$ cat src/rtl/blink_speed_ctrl.sv
// Pushbutton front-end for the blinker: debounces UP/DN/MODE and steps the speed level.
// It also selects the duty mode and publishes on_ms/off_ms with a one-cycle cfg_valid strobe.
module blink_speed_ctrl #(
    parameter int F_CLK_HZ       = 25_000_000,
    parameter int DEB_MS         = 20,
    parameter int HOLD_MS        = 600,
    parameter int REPEAT_MS      = 150,
    parameter int MAX_PERIOD_MS  = 1000,
    parameter int NUM_LEVELS     = 5,
    parameter bit BTN_ACTIVE_LOW = 1'b1
) (
    input  logic        clk,
    input  logic        rst,
    input  logic        btn_up,
    input  logic        btn_dn,
    input  logic        btn_mode,
    output logic [15:0] on_ms,
    output logic [15:0] off_ms,
    output logic [2:0]  level,
    output logic [1:0]  mode,
    output logic        cfg_valid
);

    localparam int TICKS_PER_MS = F_CLK_HZ / 1000;
    localparam int DEB_TICKS    = DEB_MS * TICKS_PER_MS;
    localparam int HOLD_TICKS   = HOLD_MS * TICKS_PER_MS;
    localparam int REPEAT_TICKS = REPEAT_MS * TICKS_PER_MS;
    localparam int REP_MAX      = (HOLD_TICKS > REPEAT_TICKS) ? HOLD_TICKS : REPEAT_TICKS;
    localparam int DEB_W        = $clog2(DEB_TICKS + 1);
    localparam int REP_W        = $clog2(REP_MAX + 1);
    localparam logic [15:0] MAX_P   = 16'(MAX_PERIOD_MS);
    localparam logic [2:0]  TOP_LVL = 3'(NUM_LEVELS - 1);

    typedef enum logic [1:0] {
        MODE_SYM = 2'd0,
        MODE_D25 = 2'd1,
        MODE_D75 = 2'd2
    } mode_t;

    // Bit order: 0 = up, 1 = dn, 2 = mode
    logic [2:0] raw_pressed;
    logic [2:0] evt;

    assign raw_pressed = BTN_ACTIVE_LOW ? ~{btn_mode, btn_dn, btn_up}
                                        :  {btn_mode, btn_dn, btn_up};

    genvar gi;
    generate
        for (gi = 0; gi < 3; gi++) begin : g_btn
            localparam bit CAN_REPEAT = (gi != 2);

            logic             sync1_reg;
            logic             sync2_reg;
            logic             deb_reg;
            logic             press_reg;
            logic             rep_reg;
            logic             rep_phase_reg;
            logic [DEB_W-1:0] deb_cnt_reg;
            logic [REP_W-1:0] rep_cnt_reg;
            logic [REP_W-1:0] rep_limit;

            assign rep_limit = rep_phase_reg ? REP_W'(REPEAT_TICKS - 1) : REP_W'(HOLD_TICKS - 1);

            always_ff @(posedge clk) begin
                if (rst) begin
                    sync1_reg     <= 1'b0;
                    sync2_reg     <= 1'b0;
                    deb_reg       <= 1'b0;
                    press_reg     <= 1'b0;
                    rep_reg       <= 1'b0;
                    rep_phase_reg <= 1'b0;
                    deb_cnt_reg   <= '0;
                    rep_cnt_reg   <= '0;
                end else begin
                    sync1_reg <= raw_pressed[gi];
                    sync2_reg <= sync1_reg;
                    press_reg <= 1'b0;
                    rep_reg   <= 1'b0;

                    // Flip only after DEB_TICKS consecutive disagreeing samples
                    if (sync2_reg != deb_reg) begin
                        if (deb_cnt_reg == DEB_W'(DEB_TICKS - 1)) begin
                            deb_cnt_reg <= '0;
                            deb_reg     <= sync2_reg;
                            press_reg   <= sync2_reg;
                        end else begin
                            deb_cnt_reg <= deb_cnt_reg + 1'b1;
                        end
                    end else begin
                        deb_cnt_reg <= '0;
                    end

                    // Counter runs from the press cycle; first period is the hold, then repeats
                    if (!deb_reg) begin
                        rep_cnt_reg   <= '0;
                        rep_phase_reg <= 1'b0;
                    end else if (rep_cnt_reg == rep_limit) begin
                        rep_cnt_reg   <= '0;
                        rep_phase_reg <= 1'b1;
                        rep_reg       <= CAN_REPEAT;
                    end else begin
                        rep_cnt_reg <= rep_cnt_reg + 1'b1;
                    end
                end
            end

            assign evt[gi] = press_reg | rep_reg;
        end
    endgenerate

    logic        up_evt;
    logic        dn_evt;
    logic        mode_evt;
    logic [2:0]  level_reg;
    logic [2:0]  level_next;
    mode_t       mode_reg;
    mode_t       mode_next;
    logic        chg_reg;
    logic [15:0] on_reg;
    logic [15:0] off_reg;
    logic        cfg_valid_reg;
    logic [15:0] period;
    logic [15:0] on_calc;
    logic [15:0] off_calc;

    assign up_evt   = evt[0];
    assign dn_evt   = evt[1];
    assign mode_evt = evt[2];

    always_comb begin
        level_next = level_reg;
        mode_next  = mode_reg;
        if (up_evt && !dn_evt && level_reg != TOP_LVL) begin
            level_next = level_reg + 3'd1;
        end else if (dn_evt && !up_evt && level_reg != 3'd0) begin
            level_next = level_reg - 3'd1;
        end
        if (mode_evt) begin
            case (mode_reg)
                MODE_SYM: mode_next = MODE_D25;
                MODE_D25: mode_next = MODE_D75;
                default:  mode_next = MODE_SYM;
            endcase
        end
    end

    always_comb begin
        period  = MAX_P >> level_reg;
        on_calc = period >> 1;
        case (mode_reg)
            MODE_D25: on_calc = period >> 2;
            MODE_D75: on_calc = period - (period >> 2);
            default:  on_calc = period >> 1;
        endcase
        off_calc = period - on_calc;
    end

    // chg_reg delays the strobe one cycle so on/off are computed from the updated level/mode
    always_ff @(posedge clk) begin
        if (rst) begin
            level_reg     <= 3'd0;
            mode_reg      <= MODE_SYM;
            chg_reg       <= 1'b0;
            on_reg        <= MAX_P >> 1;
            off_reg       <= MAX_P - (MAX_P >> 1);
            cfg_valid_reg <= 1'b0;
        end else begin
            level_reg     <= level_next;
            mode_reg      <= mode_next;
            chg_reg       <= (level_next != level_reg) || (mode_next != mode_reg);
            cfg_valid_reg <= chg_reg;
            if (chg_reg) begin
                on_reg  <= on_calc;
                off_reg <= off_calc;
            end
        end
    end

    assign on_ms     = on_reg;
    assign off_ms    = off_reg;
    assign level     = level_reg;
    assign mode      = mode_reg;
    assign cfg_valid = cfg_valid_reg;

endmodule

$ cat config.mk
export PLATFORM = sky130hd
export DESIGN_NAME = blink_speed_ctrl
export DESIGN_NICKNAME = d
export VERILOG_FILES = /design/src/rtl/blink_speed_ctrl.sv
export SDC_FILE = /design/constraint.sdc
export NUM_CORES = 1
export LEC_CHECK = 0
export CAP_MARGIN = 20
export CORE_MARGIN = 1
export CORE_UTILIZATION = 64
export DETAILED_ROUTE_END_ITERATION = 10
export HOLD_SLACK_MARGIN = 0.12
export PLACE_DENSITY = 0.89
export SYNTH_ARGS = -nofsm -noshare
export SYNTH_HDL_FRONTEND = slang
export SYNTH_SLANG_ARGS = --single-unit
$ cat constraint.sdc
create_clock -name clk -period 11.15 [get_ports clk]
set_input_delay 2.7875 -clock clk [delete_from_list [all_inputs] [get_ports clk]]
set_output_delay 2.7875 -clock clk [all_outputs]
set_load 0.05 [all_outputs]
==> flow_metrics.env <==
export IMPL_startpoint="rst"
export IMPL_critPathRequiredTime_ns=11.42
export IMPL_cts_sinks=160
export IMPL_coreArea_mm2=0.0120
export IMPL_grt_remaining_overflow=0
export IMPL_setup_ws_ns=6.13
export IMPL_wl_per_cell_um=15.2
export IMPL_grt_pass1_vias=6184
export IMPL_seq_area_frac_synth_pct=40.6
export IMPL_tns_ns=0
export IMPL_arrival_ns=5.29
export IMPL_dieArea_mm2=0.0128
export IMPL_routed_via_count=6572
export IMPL_rr_startpoint="level[1]"
export IMPL_drt_initial_drc_count=447
export IMPL_synth_async_reset_ratio_pct=0
export IMPL_vias_per_cell=5.95
export IMPL_layout_commonest_cell="dfxtp_1"
export IMPL_final_core_util_pct=74.6
export IMPL_syn_avg_cell_area_um2=8.62
export IMPL_dp_hpwl_um=11000
export IMPL_nets=980
export IMPL_finalCriticalPeriod_ns=5.02
export IMPL_seqPwrFrac_pct=48.2
export IMPL_drt_wl_total_um=16800
export IMPL_insertion_delay_ns=0.44
export IMPL_synth_distinct_cells=69
export IMPL_globalplace_congestion=0.881
export IMPL_hp_class="reg -> reg"
export IMPL_grt_pass1_wl_um=28400
export IMPL_max_freq_mhz=199
export IMPL_rows=40
export IMPL_worst_clock_skew_ns=0.00873
export IMPL_slew_headroom_pct=34.4
export IMPL_area_growth_pct=13.5
export IMPL_tightestPinTransition_ns=0.983
export IMPL_ys_flop_type="dfxtp_1"
export IMPL_ios=43
export IMPL_crit_path_end_kind="flop"
export IMPL_clockPowerShare_pct=51.1
export IMPL_cts_max_level=4
export IMPL_fillers=833
export IMPL_finalHoldViolCount=0
export IMPL_netlist_area_mm2=0.00789
export IMPL_synth_edf_count=0
export IMPL_cts_hold_buffers=0
export IMPL_place_ws_ns=5.74
export IMPL_cts_tree="done"
export IMPL_largest_reg_flops=57
export IMPL_postSynthRegisterBits=160
export IMPL_setup_viol=0
export IMPL_final_cell_mix="dfxtp_1 (160), nor2_1 (144), nand2_1 (79)"
export IMPL_ys_warn_count=0
export IMPL_period_share_pct=45.0
export IMPL_numCtsBuffers=17
export IMPL_crit_fanout=48
export IMPL_grt_total_usage_pct=27.3
export IMPL_internal_power_w=0.000937
export IMPL_clk_pin_slew_ns=0.06
export IMPL_drive_gt1_share_pct=5.95
export IMPL_rsz0062_at_grt="false"
export IMPL_root_buffer="clkbuf_16"
export IMPL_io_buffers=42
export IMPL_critPathKind="in -> reg"
export IMPL_hold_start="g_btn[1].sync1_reg"
export IMPL_sw_frac_of_total_pct=21.3
export IMPL_status="complete, no violations"
export IMPL_clockBufferDepth=2
export IMPL_whs_ns=0.435
export IMPL_slew_violations=0
export IMPL_placed_cell_area_mm2=0.00834
export IMPL_combPwrFrac_pct=0.7
export IMPL_cap_violations=0
export IMPL_ant_nets=0
export IMPL_die_h_um=113
export IMPL_power_density_mw_per_mm2=133
export IMPL_cts_resized_gates=0
export IMPL_p_switching_w=0.000254
export IMPL_antenna_cells=0
export IMPL_postSynthCellCount=915
export IMPL_p_leak_nw=3.04
export IMPL_grt_start_max_net_pins=49
export IMPL_critical_path_startpoint_type="input port"
export IMPL_die_x_um=113
export IMPL_drc=0
export IMPL_syn_nets=950
export IMPL_post_cts_buffers=0
export IMPL_drtPass1Iterations=5
export IMPL_max_vdd_ir_drop_uv=110
export IMPL_grt_antenna_before_repair=0
export IMPL_start_util_pct=65.7
export IMPL_stdcell_area_mm2=0.00896
[power by group through the flow]
| stage | clock network, W | registers (W) | logic, W |
|---|---|---|---|
| 3_5_place_dp | 0 | 0.000586 | 0.00000870 |
| 2_1_floorplan | 0 | 0.000586 | 0.00000662 |
| 5_1_grt | 0.000644 | 0.000573 | 0.00000961 |
| 3_3_place_gp | 0 | 0.000586 | 0.00000846 |
| 6_report | 0.000609 | 0.000574 | 0.00000871 |
| 4_1_cts | 0.000613 | 0.000574 | 0.00000871 |
[metrics by stage]
step           cells  total power, W
3_3_place_gp    1073        0.000595
5_1_grt         1105         0.00123
4_1_cts         1105         0.00120
6_report        1105         0.00119
2_1_floorplan    915        0.000593
3_5_place_dp    1073        0.000595
[critical path, stage by stage]
cell      delay (ns)
buf_2           0.67
clkinv_1        0.74
nand3b_1        0.91
nor2_1          0.16
[cell type report]
| cell class | count | area (um^2) | area share, % |
|---|---|---|---|
| Clock buffer | 18 | 439 | 4.90 |
| Clock inverter | 14 | 181 | 2.03 |
| Inverter | 32 | 120 | 1.34 |
| Multi-Input combinational cell | 690 | 4400 | 49.1 |
| Sequential cell | 160 | 3200 | 35.8 |
| Tap cell | 147 | 184 | 2.05 |
| Timing Repair Buffer | 44 | 430 | 4.81 |
[Yosys cell counts (8+ instances only)]
cell type	count	area [um^2]
and3_1	20	125
nor2_2	10	62.6
nor4_1	17	106
buf_2	10	50.1
xnor2_1	55	482
and2_1	8	50.1
ha_1	29	363
o211ai_1	8	60.1
nand4_1	26	163
nand3_1	41	205
inv_1	31	116
xor2_1	53	464
nor2b_1	10	62.6
mux2i_1	13	130
nand2_1	79	297
and4_1	8	70.1
dfxtp_1	160	3200
o21ai_0	17	85.1
a21oi_1	24	120
nor2_1	144	541
nor3_1	23	115
clkbuf_1	12	45.0
[per-layer routing]
metal / up-vias / routed length (um) / track usage (%)
li1: 3258 / - / -
met1: 3101 / 7480 / 33.4
met2: 174 / 8070 / 45.3
met3: 39 / 851 / 7.77
met4: 0 / 370 / 10.9
met5: - / 0 / 0
[worst paths after layout]
kind / to / slack [ns] / depth (start not counted)
min reg2reg: g_btn[1].sync2_reg / 0.44 / 1
max reg2reg: off_ms[10] / 6.41 / 16
max: g_btn[0].rep_cnt_reg[10] / 6.13 / 4
min: g_btn[1].sync2_reg / 0.44 / 1
[cell families after synthesis]
kind of cell / count (synthesis) / share of synthesized area (%)
and+or+nand+nor: 433 / 27.8
DFF: 160 / 40.6
xor gates and xnor gates: 108 / 12.0
AOI/OAI and AO/OA: 105 / 9.34
buffers and inverters: 65 / 3.65
adders and majority gates: 30 / 4.85
muxes: 14 / 1.79
No activity file was read; power rests on OpenSTA's default activity.
